==> src/rtl/uart_rx_os8.sv <==
// 8x-oversampled 8N1 UART receiver, LSB first. rx is synchronized, each bit is
// sampled at tick 3 of 8, and strobes are registered one clk after the stop sample.
module uart_rx_os8 #(
    parameter int OVERSAMPLE = 8,
    parameter int DATA_BITS  = 8
) (
    input  logic                 clk,
    input  logic                 rst,
    input  logic                 baud_tick,
    input  logic                 rx,
    output logic [DATA_BITS-1:0] o_dout,
    output logic                 o_rx_done,
    output logic                 o_rx_busy,
    output logic                 o_frame_err
);

    localparam int CW = $clog2(OVERSAMPLE);
    localparam int BW = $clog2(DATA_BITS);
    localparam logic [CW-1:0] SAMPLE_PT = CW'(OVERSAMPLE / 2 - 1);
    localparam logic [CW-1:0] LAST_TICK = CW'(OVERSAMPLE - 1);
    localparam logic [BW-1:0] LAST_BIT  = BW'(DATA_BITS - 1);

    typedef enum logic [2:0] {
        WAIT_IDLE,
        IDLE,
        START,
        DATA,
        STOP
    } state_t;

    state_t                 state, state_n;
    logic                   rx_m, rx_s;
    logic [CW-1:0]          b_cnt, b_cnt_n;
    logic [BW-1:0]          bit_cnt, bit_cnt_n;
    logic [DATA_BITS-1:0]   shreg, shreg_n;
    logic [DATA_BITS-1:0]   dout_n;
    logic                   done_n, ferr_n, busy_n;

    // Synchronizer flops reset to the idle line level so reset never looks like a start bit.
    always_ff @(posedge clk or posedge rst) begin
        if (rst) begin
            rx_m        <= 1'b1;
            rx_s        <= 1'b1;
            state       <= WAIT_IDLE;
            b_cnt       <= '0;
            bit_cnt     <= '0;
            shreg       <= '0;
            o_dout      <= '0;
            o_rx_done   <= 1'b0;
            o_rx_busy   <= 1'b0;
            o_frame_err <= 1'b0;
        end else begin
            // NOTE: non-blocking assignments so every register updates from pre-edge values.
            rx_m        <= rx;
            rx_s        <= rx_m;
            state       <= state_n;
            b_cnt       <= b_cnt_n;
            bit_cnt     <= bit_cnt_n;
            shreg       <= shreg_n;
            o_dout      <= dout_n;
            o_rx_done   <= done_n;
            o_rx_busy   <= busy_n;
            o_frame_err <= ferr_n;
        end
    end

    always_comb begin
        // NOTE: every output of this block gets a default first, so no latch is inferred.
        state_n   = state;
        b_cnt_n   = b_cnt;
        bit_cnt_n = bit_cnt;
        shreg_n   = shreg;
        dout_n    = o_dout;
        done_n    = 1'b0;
        ferr_n    = 1'b0;

        case (state)
            WAIT_IDLE: begin
                b_cnt_n   = '0;
                bit_cnt_n = '0;
                if (rx_s) state_n = IDLE;
            end
            IDLE: begin
                b_cnt_n   = '0;
                bit_cnt_n = '0;
                if (!rx_s) state_n = START;
            end
            START: begin
                if (baud_tick) begin
                    if (b_cnt == SAMPLE_PT && rx_s) begin
                        b_cnt_n = '0;
                        state_n = IDLE;
                    end else if (b_cnt == LAST_TICK) begin
                        b_cnt_n = '0;
                        state_n = DATA;
                    end else begin
                        b_cnt_n = b_cnt + CW'(1);
                    end
                end
            end
            DATA: begin
                if (baud_tick) begin
                    b_cnt_n = b_cnt + CW'(1);
                    if (b_cnt == SAMPLE_PT) shreg_n = {rx_s, shreg[DATA_BITS-1:1]};
                    if (b_cnt == LAST_TICK) begin
                        b_cnt_n = '0;
                        if (bit_cnt == LAST_BIT) begin
                            bit_cnt_n = '0;
                            state_n   = STOP;
                        end else begin
                            bit_cnt_n = bit_cnt + BW'(1);
                        end
                    end
                end
            end
            STOP: begin
                // Leave at mid-stop so a back-to-back start edge is caught immediately.
                if (baud_tick) begin
                    b_cnt_n = b_cnt + CW'(1);
                    if (b_cnt == SAMPLE_PT) begin
                        b_cnt_n = '0;
                        if (rx_s) begin
                            dout_n  = shreg;
                            done_n  = 1'b1;
                            state_n = IDLE;
                        end else begin
                            ferr_n  = 1'b1;
                            state_n = WAIT_IDLE;
                        end
                    end
                end
            end
            default: state_n = WAIT_IDLE;
        endcase

        busy_n = (state_n == START) || (state_n == DATA) || (state_n == STOP);
    end

endmodule

==> config.mk <==
export PLATFORM = sky130hd
export DESIGN_NAME = uart_rx_os8
export DESIGN_NICKNAME = d
export VERILOG_FILES = /design/src/rtl/uart_rx_os8.sv
export SDC_FILE = /design/constraint.sdc
export NUM_CORES = 1
export LEC_CHECK = 0
export BUFFER_PORTS_ARGS = -buffer_cell sky130_fd_sc_hd__buf_4
export CORE_MARGIN = 8
export CORE_UTILIZATION = 45
export DETAILED_ROUTE_END_ITERATION = 10
export PLACE_DENSITY = 0.66
export SYNTH_ARGS = -nofsm -noshare
export SYNTH_HDL_FRONTEND = slang
export SYNTH_SLANG_ARGS = --single-unit
==> constraint.sdc <==
create_clock -name clk -period 1.7 [get_ports clk]
set_input_delay 0.34 -clock clk [delete_from_list [all_inputs] [get_ports clk]]
set_output_delay 0.34 -clock clk [all_outputs]
set_load 0.05 [all_outputs]
After elaboration in Yosys (flattened, before gate mapping)
Index checks and enable logic that the tools add are counted.
{"block": "word_totals", "register_bits": 30, "input_bits": 4, "out_inout_bits": 11, "wordCells": 68}
{"block": "classes", "addsub": 2, "n_eq_ne": 14, "muxes": 31, "n_reduce_logical": 11}
{"cell": "2-to-1 mux 3 bit", "count": 19}
{"cell": "== test 3 x 2 -> 1 bit, second input constant", "count": 5}
{"cell": "one-hot mux 3 bit (5 select lines)", "count": 1}
{"cell": "== test 3 bit, second input constant", "count": 4}
{"cell": "one-hot mux 3 bit (4 select lines)", "count": 1}
{"cell": "2-to-1 mux 1 bit", "count": 9}
{"cell": "inequality test 2 bit, second input constant", "count": 4}
{"cell": "AND reduction 4 bit", "count": 2}
{"cell": "adder 3 x 1 -> 3 bit, second input constant", "count": 2}
{"cell": "one-hot mux 3 bit (2 select lines)", "count": 1}
{"cell": "AND reduction 3 bit", "count": 2}
{"cell": "nonzero test 4 bit", "count": 1}
{"cell": "== test 3 x 1 -> 1 bit, second input constant", "count": 1}
{"cell": "zero test 3 bit", "count": 1}
{"cell": "logical OR 1 bit", "count": 2}
{"cell": "nonzero test 2 bit", "count": 1}
{"cell": "OR reduction 2 bit", "count": 1}
{"cell": "logical AND 1 bit", "count": 1}

Depth between registers and ports, before layout
Gate-level depths: netlist of the first run.
{"block": "depth", "ltp_word": 8, "ltp_mapped": 6, "depth_no_buf": 6}

Worst setup path after synthesis of the first run
Ideal clock, no wire load.
{"block": "synth_path", "kind": "flip-flop to flip-flop", "start": "reg b_cnt[0]", "end": "reg o_dout[0]", "setup_time_ns": 0.125, "t_arrival_ns": 1.706, "t_required_ns": 1.575, "path_slack_ns": -0.131, "path_stages_with_launch": 6, "path_buffers": 0, "synth_period_minus_slack_ns": 1.831, "cell_sequence": "dfrtp_1 ha_1 ha_1 nand2_1 nor4_4 mux2_2"}
{"block": "synth_between", "elab_chain_cells": 2}
{"item": "start, declared", "line_no": "33", "text": "logic [CW-1:0] b_cnt, b_cnt_n;"}
{"item": "start signal, assigned", "line_no": "57", "text": "b_cnt <= b_cnt_n;"}
{"item": "== test 3 x 2 -> 1 bit", "line_no": "120", "text": "if (b_cnt == SAMPLE_PT) begin"}
{"item": "AND reduction 4 bit (no line)"}
{"item": "end signal, assigned", "line_no": "60", "text": "o_dout <= dout_n;"}
{"item": "end, declared", "line_no": "11", "text": "output logic [DATA_BITS-1:0] o_dout,"}
No other way between the ends.
A chain may end at the register's enable or synchronous reset.

Worst setup path after layout of the first run
{"block": "layout_path", "start": "reg b_cnt[1]", "end": "reg o_dout[7]"}
The elaborated chain is that of the path after synthesis.

==> results.yml, run 1 <==
outcome:
  status: "finished clean"
setup_path:
  cp.arrival_ns: 1.86
  cpLargestDelayFamily: "flip-flops"
  critical_path_class: "flop to flop"
  critPathCaptureType: "flop"
  slowest_delay_ns: 0.40
  path_cells: "ha_4 > ha_4 > nand2_4 > nor4_4 > buf_4 > mux2_2"
  cp_slowest_cell: "dfrtp_1"
  crit_buf_inv: 1
  crit_path_max_fanout: 4
  crit_required_ns: 1.92
  startpoint_type: "flop"
  crit_top_cell: "ha_4"
placement:
  dp_hpwl_um: 2020
  io_buffers: 14
  gp_congestion: 0.824
  post-place-cells: 170
synthesis:
  yosys_register_bits: 30
  synth_area_leader_cell: "dfrtp_1"
  netlist_top_cells_area: "dfrtp_1 50%, mux2_2 13%, ha_1 7.2%"
  syn_area_um2: 1390
  ys.flop_type: "dfrtp_1"
  synth_top_area_share_pct: 50.3
  post-synth-top-count-cell: "dfrtp_1"
  synth_edf_count: 0
  ys_types: 31
  syn_nets: 127
  syn_area_per_cell_um2: 12.1
  ys_warn_count: 0
  yosys-top-cells-count: "28 x dfrtp_1, 16 x mux2_2, 10 x nor2_1"
  async_flop_share_pct: 100
  syn_inst: 115
  ys_seq_area_share_pct: 54.1
grt:
  grt_pass1_wl_um: 4490
  antenna_found_initial: 0
  overflow: 0
  gr-usage-all-layers_pct: 11.3
  first_global_vias: 1001
  grt_max_degree: 24
route:
  vias: 992
  wl_per_cell_um: 15.1
  vias_per_cell: 5.51
  route.detailed.drc: 0
  routed_wl_um: 2710
  drt_iter0_drc: 48
  postRouteAntennaNets: 0
  drt_pass1_iterations: 4
timing:
  tightestPinTransition_ns: 0.370
  period_minus_slack_ns: 1.63
  fmax_mhz: 613
  tns_ns: 0
  maxSlewHeadroom_pct: 75.3
  setup_viol: 0
  timing.final.max_slew_violations: 0
  grt_setup_unrepaired: "true"
  finalClockSkew_ns: 0.00825
  final-hold-violation-count: 0
  post-route-period-util_pct: 96.0
job:
  maxCapViolations: 0
finish:
  instances_no_fill: 180
  area_growth_pct: 26.1
  n_antenna_cell: 0
  nNetsFinal: 158
  fillerInstances: 268
  postLayoutCoreUtil_pct: 58.5
  layout-drive-gt1-share_pct: 41.5
clock_tree:
  cts_sinks: 30
  cts_buffers: 5
  ctsHtreeMaxLevel: 2
  cts_tree: "built"
  clock_latency_ns: 0.34
  root_buffer: "clkbuf_4"
  cts_buffer_depth: 2
  path_clk_slew_ns: 0.09
floorplan:
  start_util_pct: 46.4
  core_area_um2: 3000
  die_y_um: 71.6
  num_rows: 20
  die_area_um2: 5130
  boundaryPins: 15
  die_x_um: 71.6
power:
  clockPowerShare_pct: 21.5
  p_int_uw: 1360
  power_switching_uw: 730
  leakagePower_uw: 0.000878
  pwr-share-seq_pct: 44.2
  ir_worst_vdd_mv: 0.712
  pwr-share-comb_pct: 34.3
  finalPower_uw: 2090
  power-per-cell-area_nw_per_um2: 1190
  sw_frac_of_total_pct: 34.9
min_path:
  hp-class: "input pin to flop"
power groups by stage:
stage / registers [µW] / logic (µW) / clock network (µW)
5_1_grt: 945 / 783 / 500
2_1_floorplan: 947 / 481 / 0
3_5_place_dp: 938 / 695 / 0
3_3_place_gp: 935 / 675 / 0
4_1_cts: 925 / 698 / 463
6_report: 925 / 718 / 450
routing by layer:
metal | GRT usage, % | vias to the layer above | routed length, µm
li1 | - | 475 | -
met1 | 12.8 | 488 | 1240
met2 | 17.5 | 22 | 1300
met3 | 4.32 | 7 | 123
met4 | 6.58 | 0 | 52
met5 | 0 | - | 0
cell families after synthesis:
logic type | synth area share (%)
AO/OA/AOI/OAI | 11.7
XOR/XNOR | 0.629
adder cells (fa/ha/maj) | 7.19
buffers and inverters | 4.13
flip-flops | 54.1
multiplexers | 12.9
AND/OR/NAND/NOR | 9.34
path summary, 6_finish.rpt:
kind	from	endpoint	slack, ns	depth (start not counted)
setup / recovery	b_cnt[1]$_DFFE_PP0P_	o_dout[7]$_DFFE_PP0P_	0.07	6
max in group asynchronous	rst	rx_m$_DFF_PP1_	0.65	4
min in group asynchronous	rst	bit_cnt[1]$_DFFE_PP0P_	0.52	3
setup reg to reg	b_cnt[1]$_DFFE_PP0P_	o_dout[7]$_DFFE_PP0P_	0.07	6
hold / removal	rx	rx_m$_DFF_PP1_	0.11	1
hold reg to reg	rx_m$_DFF_PP1_	rx_s$_DFF_PP1_	0.37	0
flip-flops by register name (all words and copies together) (netlist names):
signal,count
o_dout,8
o_rx_busy,1
o_frame_err,1
shreg,8
b_cnt,3
rx_m,1
state,3
rx_s,1
bit_cnt,3
o_rx_done,1
stage by stage:
stage | worst slack [ns] | area (µm²) | hold WS [ns]
6_report | 0.0679 | 1760 | 0.109
4_1_cts | 0.0107 | 1730 | 0.100
5_1_grt | -0.0135 | 1760 | 0.0850
2_1_floorplan | -0.0584 | 1430 | 0.344
3_5_place_dp | -0.0243 | 1650 | 0.345
3_3_place_gp | 0.0423 | 1650 | 0.336
layout by cell type, fill, tap and decap left out, types with 3 or more instances in the layout:
cell	count
mux2_4	4
nor2_1	10
clkbuf_4	5
o21ai_0	4
inv_1	9
a21oi_1	3
ha_1	6
dfrtp_1	28
buf_4	25
nand2_1	7
mux2_2	12
worst register-to-register path, cell delays in order (launching register included):
cell     delay [ns]
dfrtp_1        0.40
ha_4           0.17
ha_4           0.15
nand2_4        0.07
nor4_4         0.23
buf_4          0.20
mux2_2         0.32
area by class of cell:
cell class | instances | area (µm²) | area share (%)
Clock inverter | 2 | 12.5 | 0.712
Clock buffer | 6 | 51.3 | 2.92
Tap cell | 33 | 41.3 | 2.35
Timing Repair Buffer | 28 | 229 | 13.0
Sequential cell | 30 | 753 | 42.9
Inverter | 9 | 33.8 | 1.92
Multi-Input combinational cell | 72 | 636 | 36.2
what timing repair did:
| action | 4_1_cts | 5_1_grt |
|---|---|---|
| hold buffers | 1 | 0 |
| pin swaps | 1 | 1 |
| buffers inserted | 0 | 1 |
| resized for setup | 0 | 5 |
| hold endpoints to repair | 7 | 0 |
| setup endpoints to repair | 4 | 5 |
(Power assumes the default switching activity.)
==> inputs of run 2 (changes only) <==
--- a/config.mk
+++ b/config.mk
@@ -6,10 +6,12 @@
 export NUM_CORES = 1
 export LEC_CHECK = 0
 export BUFFER_PORTS_ARGS = -buffer_cell sky130_fd_sc_hd__buf_4
+export CELL_PAD_IN_SITES_DETAIL_PLACEMENT = 0
+export CELL_PAD_IN_SITES_GLOBAL_PLACEMENT = 1
 export CORE_MARGIN = 8
-export CORE_UTILIZATION = 45
+export CORE_UTILIZATION = 41
 export DETAILED_ROUTE_END_ITERATION = 10
-export PLACE_DENSITY = 0.66
+export PLACE_DENSITY_LB_ADDON = 0.1
 export SYNTH_ARGS = -nofsm -noshare
 export SYNTH_HDL_FRONTEND = slang
 export SYNTH_SLANG_ARGS = --single-unit
==> run 2 against run 1 <==
Compared with the run above: count of clock-buffer cells in the layout increased by 2; hold slack worse by 0.021 ns; worst setup slack got worse by 0.052 ns; first-iteration DRC count shrank 50%; core utilization shrank 5.7 points; wire length increased by 4.6%; maximum frequency down 3.1%; non-clock buffer count decreased by 2; global-route usage is 0.61 points higher; combinational power shrank 3.8%; critical path depth unchanged; sequential power up 3.0%; critical endpoint unchanged.
==> results.yml, run 2 (synthesis gave the netlist of run 1 again) <==
outcome:
  status: "finished clean"
setup_path:
  worstReg2RegStart: "b_cnt[1]$_DFFE_PP0P_"
  cp.arrival_ns: 1.89
  critPathCaptureType: "flop"
  crit_path_max_fanout: 5
  critical_path_class: "flop to flop"
  startpoint: "b_cnt[1]$_DFFE_PP0P_"
  crit_required_ns: 1.90
  startpoint_type: "flop"
clock_tree:
  root_buffer: "clkbuf_4"
  holdBufCountCts: 0
  cts_buffers: 5
  clock_latency_ns: 0.32
  ctsHtreeMaxLevel: 2
  cts_buffer_depth: 2
  cts_tree: "built"
  path_clk_slew_ns: 0.09
  cts_sinks: 30
finish:
  nNetsFinal: 156
  instances_no_fill: 191
  mostFrequentLayoutCell: "dfrtp_1"
  fillerInstances: 312
  area_growth_pct: 25.4
  final_cell_mix: "28 x dfrtp_1, 24 x buf_4, 12 x mux2_2"
  n_antenna_cell: 0
  layout-drive-gt1-share_pct: 40.0
  fin_area_um2: 1750
  reg_top3: "o_dout (8), shreg (8)"
placement:
  dp_hpwl_um: 2080
  gp_congestion: 0.801
  post-place-cells: 181
  placed_cell_area_um2: 1640
  io_buffers: 14
timing:
  tightestPinTransition_ns: 0.383
  setup_viol: 0
  grt_setup_unrepaired: "true"
  maxSlewHeadroom_pct: 74.5
  hold_slack_ns: 0.0880
  final-hold-violation-count: 0
  tns_ns: 0
  timing.final.max_slew_violations: 0
  period_minus_slack_ns: 1.68
  fmax_mhz: 594
  finalClockSkew_ns: 0.0115
  post-route-period-util_pct: 99.1
power:
  ir_worst_vdd_mv: 0.499
  finalPower_uw: 2080
  leakagePower_uw: 0.000864
  power-per-cell-area_nw_per_um2: 1190
route:
  vias_per_cell: 5.08
  postRouteAntennaNets: 0
  wl_per_cell_um: 14.9
  routed_wl_um: 2840
  vias: 971
  drt_iter0_drc: 24
  route.detailed.drc: 0
  drt_pass1_iterations: 4
grt:
  grt_pass1_wl_um: 4780
  first_global_vias: 1001
  grt_max_degree: 31
  overflow: 0
  gr-usage-all-layers_pct: 11.9
  antenna_found_initial: 0
floorplan:
  die_x_um: 74.3
  die_area_um2: 5520
  boundaryPins: 15
  core_area_um2: 3310
  die_y_um: 74.3
  num_rows: 21
  start_util_pct: 42.1
job:
  maxCapViolations: 0
min_path:
  hp-class: "input pin to asynchronous set/reset pin"
## run 2: cell count changes in the layout (fill, tap and decap cells not counted), sizes merged
cell | before | now
buf | 27 | 26
clkbuf | 6 | 8
clkinv | 1 | 0
clkinvlp | 1 | 0
dlygate4sd3 | 1 | 0
## run 2: power breakdown
group          leakage, µW  internal, µW  switching [µW]  total (µW)
sequential        0.000398           822             131         953
combinational     0.000434           329             362         691
clock            0.0000326           204             228         432
total             0.000864          1360             721        2080
## run 2: path summary, 6_finish.rpt
path	endpoint	slack [ns]	cells past startpoint
min in group clk	rx_m$_DFF_PP1_	0.13	1
max in group asynchronous	rx_m$_DFF_PP1_	1.27	3
min	o_frame_err$_DFF_PP0_	0.09	3
max reg2reg	o_dout[7]$_DFFE_PP0P_	0.02	6
min reg2reg	rx_s$_DFF_PP1_	0.36	0
max	o_dout[7]$_DFFE_PP0P_	0.02	6
## run 2: final cells by class
class / count / area (µm²) / share of cell area (%)
tap: 46 / 57.6 / 3.30
clock buffer: 8 / 58.8 / 3.37
timing repair buffer: 26 / 203 / 11.6
sequential: 30 / 753 / 43.1
multi-input combinational: 72 / 641 / 36.7
inverter: 9 / 33.8 / 1.93
## run 2: through the flow
stage	util (%)	setup WS [ns]
2_1_floorplan	-	-0.0584
3_3_place_gp	49.6	0.0633
3_5_place_dp	49.6	0.0124
4_1_cts	51.6	0.0133
5_1_grt	52.8	-0.0469
6_report	52.8	0.0157
## run 2: worst max-delay path: stages (launching register included)
cell,delay [ns]
dfrtp_1,0.40
ha_4,0.17
ha_4,0.15
nand2_4,0.06
nor4_4,0.26
buf_4,0.20
mux2_2,0.33
## run 2: repair_timing
| item | in CTS | in global routing |
|---|---|---|
| setup buffers | 1 | 1 |
| resized for setup | 0 | 7 |
| gates cloned | 0 | 0 |
| endpoints found under the setup margin | 8 | 8 |
| pin swaps | 1 | 0 |
## run 2: layer usage
metal / wire length (µm) / vias up / GRT usage, %
met1: 1260 / 480 / 13.6
met5: 0 / - / 0
li1: - / 466 / -
met4: 80 / 0 / 7.17
met3: 133 / 7 / 4.58
met2: 1370 / 18 / 18.4
